--- src/rtl/frame_filler_if.sv ---
// Command and SRAM write-port bundle for frame_filler.
// The master side issues fill commands and receives SRAM writes; the slave side is the filler.
interface frame_filler_if;
    logic        cmd_valid;
    logic        cmd_ready;
    logic [9:0]  cmd_x;
    logic [9:0]  cmd_y;
    logic [9:0]  cmd_w;
    logic [9:0]  cmd_h;
    logic [31:0] cmd_color;
    logic        sram_wr_en;
    logic [18:0] sram_wr_addr;
    logic [31:0] sram_wr_data;

    modport master (
        output cmd_valid, cmd_x, cmd_y, cmd_w, cmd_h, cmd_color,
        input  cmd_ready, sram_wr_en, sram_wr_addr, sram_wr_data
    );

    modport slave (
        input  cmd_valid, cmd_x, cmd_y, cmd_w, cmd_h, cmd_color,
        output cmd_ready, sram_wr_en, sram_wr_addr, sram_wr_data
    );
endinterface

--- src/rtl/frame_filler.sv ---
// Rectangle fill engine writing one pixel word per cycle into the back page,
// with a vsync-aligned front/back page flip on request.
module frame_filler #(
    parameter int unsigned H_RES = 800,
    parameter int unsigned V_RES = 600
) (
    input  logic          clk,
    input  logic          rst_n,
    frame_filler_if.slave bus,
    input  logic          swap_req,
    input  logic          vga_vsync,
    output logic          wr_addr_offset,
    output logic          rd_addr_offset,
    output logic          busy,
    output logic          swap_done
);
    typedef enum logic [1:0] {IDLE, FILL, SWAP_WAIT} state_e;

    localparam logic [10:0] H_END  = 11'(H_RES);
    localparam logic [10:0] V_END  = 11'(V_RES);
    localparam logic [18:0] H_STEP = 19'(H_RES);

    state_e      state_q, state_d;
    logic [9:0]  col_start_q, col_start_d;
    logic [9:0]  col_q, col_d;
    logic [9:0]  row_q, row_d;
    logic [10:0] col_end_q, col_end_d;
    logic [10:0] row_end_q, row_end_d;
    logic [18:0] row_base_q, row_base_d;
    logic [31:0] color_q, color_d;
    logic        pend_q, pend_d;
    logic        rd_off_q, rd_off_d;
    logic        swap_done_q, swap_done_d;
    logic        vs_meta_q, vs_sync_q, vs_prev_q;

    logic        accept;
    logic        degenerate;
    logic        vs_rise;
    logic        flip;
    logic        last_col;
    logic        last_row;
    logic [10:0] x_plus_w;
    logic [10:0] y_plus_h;

    assign x_plus_w   = {1'b0, bus.cmd_x} + {1'b0, bus.cmd_w};
    assign y_plus_h   = {1'b0, bus.cmd_y} + {1'b0, bus.cmd_h};
    assign degenerate = (bus.cmd_w == '0) || (bus.cmd_h == '0) ||
                        ({1'b0, bus.cmd_x} >= H_END) || ({1'b0, bus.cmd_y} >= V_END);
    assign accept     = bus.cmd_valid && bus.cmd_ready;
    assign vs_rise    = vs_sync_q && !vs_prev_q;
    assign flip       = (state_q == SWAP_WAIT) && vs_rise;
    assign last_col   = ({1'b0, col_q} + 11'd1) == col_end_q;
    assign last_row   = ({1'b0, row_q} + 11'd1) == row_end_q;

    always_ff @(posedge clk) begin
        if (!rst_n) begin
            state_q     <= IDLE;
            col_start_q <= '0;
            col_q       <= '0;
            row_q       <= '0;
            col_end_q   <= '0;
            row_end_q   <= '0;
            row_base_q  <= '0;
            color_q     <= '0;
            pend_q      <= 1'b0;
            rd_off_q    <= 1'b0;
            swap_done_q <= 1'b0;
            vs_meta_q   <= 1'b0;
            vs_sync_q   <= 1'b0;
            vs_prev_q   <= 1'b0;
        end else begin
            state_q     <= state_d;
            col_start_q <= col_start_d;
            col_q       <= col_d;
            row_q       <= row_d;
            col_end_q   <= col_end_d;
            row_end_q   <= row_end_d;
            row_base_q  <= row_base_d;
            color_q     <= color_d;
            pend_q      <= pend_d;
            rd_off_q    <= rd_off_d;
            swap_done_q <= swap_done_d;
            vs_meta_q   <= vga_vsync;
            vs_sync_q   <= vs_meta_q;
            vs_prev_q   <= vs_sync_q;
        end
    end

    always_comb begin
        state_d = state_q;
        case (state_q)
            IDLE: begin
                if (pend_q || swap_req) begin
                    state_d = SWAP_WAIT;
                end else if (accept && !degenerate) begin
                    state_d = FILL;
                end
            end
            FILL: begin
                if (last_col && last_row) begin
                    state_d = IDLE;
                end
            end
            SWAP_WAIT: begin
                if (vs_rise) begin
                    state_d = IDLE;
                end
            end
            default: state_d = IDLE;
        endcase
    end

    always_comb begin
        col_start_d = col_start_q;
        col_d       = col_q;
        row_d       = row_q;
        col_end_d   = col_end_q;
        row_end_d   = row_end_q;
        row_base_d  = row_base_q;
        color_d     = color_q;
        // A new request in the flip cycle stays pending for the next frame.
        pend_d      = swap_req || (pend_q && !flip);
        rd_off_d    = rd_off_q ^ flip;
        swap_done_d = flip;

        if ((state_q == IDLE) && accept) begin
            col_start_d = bus.cmd_x;
            col_d       = bus.cmd_x;
            row_d       = bus.cmd_y;
            col_end_d   = (x_plus_w > H_END) ? H_END : x_plus_w;
            row_end_d   = (y_plus_h > V_END) ? V_END : y_plus_h;
            // Constant-coefficient product seeds the base once; rows then step by addition.
            row_base_d  = 19'(bus.cmd_y) * H_STEP;
            color_d     = bus.cmd_color;
        end else if (state_q == FILL) begin
            if (last_col) begin
                col_d      = col_start_q;
                row_d      = row_q + 10'd1;
                row_base_d = row_base_q + H_STEP;
            end else begin
                col_d = col_q + 10'd1;
            end
        end
    end

    always_comb begin
        // swap_req gates ready so a simultaneous command waits behind the flip.
        bus.cmd_ready    = rst_n && (state_q == IDLE) && !pend_q && !swap_req;
        busy             = (state_q != IDLE);
        bus.sram_wr_en   = (state_q == FILL);
        bus.sram_wr_addr = row_base_q + 19'(col_q);
        bus.sram_wr_data = color_q;
    end

    assign rd_addr_offset = rd_off_q;
    assign wr_addr_offset = ~rd_off_q;
    assign swap_done      = swap_done_q;
endmodule

--- src/flat_wrapper.sv ---
// flat-port wrapper written by rule: the top's interface ports become plain ports
module frame_filler_flat 
#(
    parameter int unsigned H_RES = 800,
    parameter int unsigned V_RES = 600
)
  (clk, rst_n, swap_req, vga_vsync, wr_addr_offset, rd_addr_offset, busy, swap_done, bus_cmd_valid, bus_cmd_x, bus_cmd_y, bus_cmd_w, bus_cmd_h, bus_cmd_color, bus_cmd_ready, bus_sram_wr_en, bus_sram_wr_addr, bus_sram_wr_data);
  frame_filler_if bus_i ();
  input  logic clk;
  input  logic rst_n;
  input  logic swap_req;
  input  logic vga_vsync;
  output logic wr_addr_offset;
  output logic rd_addr_offset;
  output logic busy;
  output logic swap_done;
  input wire logic [$bits(bus_i.cmd_valid)-1:0] bus_cmd_valid;
  input wire logic [$bits(bus_i.cmd_x)-1:0] bus_cmd_x;
  input wire logic [$bits(bus_i.cmd_y)-1:0] bus_cmd_y;
  input wire logic [$bits(bus_i.cmd_w)-1:0] bus_cmd_w;
  input wire logic [$bits(bus_i.cmd_h)-1:0] bus_cmd_h;
  input wire logic [$bits(bus_i.cmd_color)-1:0] bus_cmd_color;
  output wire logic [$bits(bus_i.cmd_ready)-1:0] bus_cmd_ready;
  output wire logic [$bits(bus_i.sram_wr_en)-1:0] bus_sram_wr_en;
  output wire logic [$bits(bus_i.sram_wr_addr)-1:0] bus_sram_wr_addr;
  output wire logic [$bits(bus_i.sram_wr_data)-1:0] bus_sram_wr_data;
  assign bus_i.cmd_valid = bus_cmd_valid;
  assign bus_i.cmd_x = bus_cmd_x;
  assign bus_i.cmd_y = bus_cmd_y;
  assign bus_i.cmd_w = bus_cmd_w;
  assign bus_i.cmd_h = bus_cmd_h;
  assign bus_i.cmd_color = bus_cmd_color;
  assign bus_cmd_ready = bus_i.cmd_ready;
  assign bus_sram_wr_en = bus_i.sram_wr_en;
  assign bus_sram_wr_addr = bus_i.sram_wr_addr;
  assign bus_sram_wr_data = bus_i.sram_wr_data;
  frame_filler #(.H_RES(H_RES), .V_RES(V_RES)) u_core (.clk(clk), .rst_n(rst_n), .bus(bus_i), .swap_req(swap_req), .vga_vsync(vga_vsync), .wr_addr_offset(wr_addr_offset), .rd_addr_offset(rd_addr_offset), .busy(busy), .swap_done(swap_done));
endmodule
--- config.mk ---
export PLATFORM = sky130hd
export DESIGN_NAME = frame_filler_flat
export DESIGN_NICKNAME = d
export VERILOG_FILES = /design/src/rtl/frame_filler_if.sv /design/src/rtl/frame_filler.sv /design/src/flat_wrapper.sv
export SDC_FILE = /design/constraint.sdc
export NUM_CORES = 1
export LEC_CHECK = 0
export BUFFER_PORTS_ARGS = -buffer_cell sky130_fd_sc_hd__buf_2
export CAP_MARGIN = 10
export CORE_MARGIN = 10
export CORE_UTILIZATION = 40
export DETAILED_ROUTE_END_ITERATION = 10
export PLACE_DENSITY_LB_ADDON = 0.2
export SLEW_MARGIN = 5
export SYNTH_ARGS = -nofsm -noshare
export SYNTH_HDL_FRONTEND = slang
export SYNTH_SLANG_ARGS = --single-unit
--- constraint.sdc ---
create_clock -name clk -period 9.95 [get_ports clk]
set_input_delay 0.995 -clock clk [delete_from_list [all_inputs] [get_ports clk]]
set_output_delay 0.995 -clock clk [all_outputs]
set_load 0.05 [all_outputs]
==> impl_metrics.yaml <==
outcome:
  status: "complete, no violations"
grt:
  grt_start_max_net_pins: 72
  grt_pass1_wl_mm: 33.30
  met1_usage_pct: 22.03
  grtUsageTotal_pct: 16.63
  grt_use_met3_pct: 3.116
  antenna_found_initial: 0
  grt_pass1_vias: 6459
  grt_util_met2_pct: 26.60
  gr-total-overflow: 0
  top_usage_layer: "met2"
cts:
  cts_resized: 0
  cts_buffers: 9
  clock-sinks: 106
  ctsLongestPathBuffers: 2
  hold_buffers: 0
  cts_tree: "done"
  h-tree-depth: 3
  post_cts.repair.setup_buffers: 0
  cts-root-buf: "clkbuf_16"
  clk_latency_ns: 0.36
  clk_pin_slew_ns: 0.07
layout:
  n_fill_cell: 1856
  n_antenna_cell: 0
  final_common_cell: "buf_2"
  layout_common_cells: "buf_2, nand2_1, dfxtp_1"
  areaGrowthSynthToFinish_pct: 14.26
  drive_above_1_share_pct: 18.14
  final_nets: 1134
place:
  io_buffers: 133
  routabilityCongestion: 0.8331
  dp.final_hpwl_mm: 15.43
sta:
  rsz0062_at_grt: "false"
  tightest_slew_ns: 1.029
  max_freq_mhz: 254.2
  tns_ns: 0
  slew_viol_final: 0
  relSlewSlack_pct: 30.76
  report.final.hold_viol_count: 0
  finalClockSkew_ns: 0.007995
  fin_crit_sh_pct: 39.54
  setup_violations: 0
  min_period_ns: 3.934
synthesis:
  syn_inst: 880
  synth.area.top_cells: "dfxtp_1, ha_1, nand2_1"
  yosys.area.top_type: "dfxtp_1"
  synth_warnings: 0
  yosysSeqAreaShare_pct: 29.14
  synth-seq-cells: 106
  yosys.area.top_type_share_pct: 29.14
  synthArstFlopShare_pct: 0
  syn_area_per_cell_um2: 8.275
  synthFlopType: "dfxtp_1"
  syn_area_um2: 7282
  syn_nets: 1031
  synth.distinct_cells: 82
  synth_edf_count: 0
routing:
  first_iter_violations: 278
  ant_nets: 0
  vias: 6580
  routed_wl_mm: 20.47
  firstDrtPassIters: 4
  vias_per_cell: 5.411
  detail_route.wl_per_cell_um: 16.83
  drc: 0
flow_run:
  maxCapViolations: 0
setup_path:
  worstSetupStartpointType: "input port"
  path_class: "input port to flop"
  end_kind: "flop"
  worstPathArrival_ns: 4.22
  rr_worst_depth: 9
  crit_fanout: 57
  required_ns: 10.24
power:
  ir_worst_vdd_uv: 93.27
  power_leakage_nw: 3.818
  totalPowerFinal_mw: 1.132
  power_density_nw_per_um2: 136.0
floorplanning:
  dieArea_um2: 24000
  ios: 134
  start_util_pct: 40.54
  num_rows: 49
  die_height_um: 154.9
  core_area_um2: 17960
  die_width_um: 154.9
worst_hold_path:
  worstHoldPathType: "flop to flop"
  min_path_cells: 1
## synth_stat cells, types with 10 or more instances
cell      number
nand2_1      119
dfxtp_1      106
ha_1          66
a21oi_1       62
nand3_1       50
nor2_1        44
inv_1         43
xnor2_1       41
o21ai_0       29
xor2_1        20
clkbuf_1      19
mux2i_1       15
nor3_1        15
and3_1        14
nand2b_1      12
a21boi_0      11
a21o_1        10
o22ai_1       10
## cell families (layout without fill, tap and decap cells)
| logic type | Yosys count | count (layout) | share of synthesized area (%) |
|---|---|---|---|
| simple gates | 328 | 328 | 22.49 |
| xor+xnor | 64 | 64 | 8.196 |
| fa+ha+maj | 74 | 74 | 13.54 |
| compound gates | 202 | 202 | 18.59 |
| buf+inv | 90 | 197 | 5.825 |
| flops | 106 | 106 | 29.14 |
| mux | 16 | 16 | 2.216 |
## area by class of cell
class | count | area (um2) | share of cell area (%)
multi-input combinational | 684 | 4740 | 56.96
sequential | 106 | 2122 | 25.50
timing repair buffer | 138 | 703.2 | 8.451
tap | 229 | 286.5 | 3.444
clock buffer | 11 | 252.7 | 3.038
inverter | 44 | 165.2 | 1.985
clock inverter | 4 | 51.30 | 0.6165
## where the power goes
part / leakage (nW) / internal, mW / switching, mW / total (mW)
registers: 0.860 / 0.441 / 0.0183 / 0.459
logic: 2.81 / 0.115 / 0.186 / 0.301
clock network: 0.148 / 0.208 / 0.163 / 0.371
## worst max-delay path: stages
cell and delay, ns:
buf_2 0.08, buf_4 0.52, nand2b_1 0.18, nor4_1 0.39, nand2_2 0.59, a211o_1 0.45
a31oi_1 0.63, o211ai_1 0.18, a21oi_1 0.18
## worst paths after layout
path	slack [ns]	to	start
setup / recovery	6.02	u_core.col_end_q[6]	rst_n
hold / removal	0.44	u_core.vs_sync_q	u_core.vs_meta_q
setup reg to reg	6.71	u_core.row_base_q[14]	u_core.col_q[0]
hold reg to reg	0.44	u_core.vs_sync_q	u_core.vs_meta_q
## routing by layer
layer | wire length, um | part of all wire, %
met1 | 9962 | 49
met2 | 9051 | 44
met3 | 1135 | 5.5
met4 | 317 | 1.5
met5 | 0 | 0
## through the flow
stage	hold slack, ns	cell area [um2]	util (%)	worst slack, ns	instances
floorplan	0.4119	7282	-	5.601	880
global placement	0.4229	8016	44.63	5.756	1201
detailed placement	0.4282	8016	44.63	5.690	1201
CTS	0.4446	8320	46.32	6.027	1216
global route	0.4585	8320	46.32	5.676	1216
finish	0.4398	8320	46.32	6.016	1216
## sequential cells by signal, indices dropped and copies added (netlist names), 2 cells and up
| register | flops |
|---|---|
| u_core.state_q | 2 |
| u_core.row_base_q | 14 |
| u_core.row_end_q | 11 |
| u_core.col_end_q | 11 |
| u_core.col_start_q | 10 |
| u_core.row_q | 10 |
| u_core.bus.sram_wr_data | 32 |
| u_core.col_q | 10 |
No activity file was read; power rests on OpenSTA's default activity.
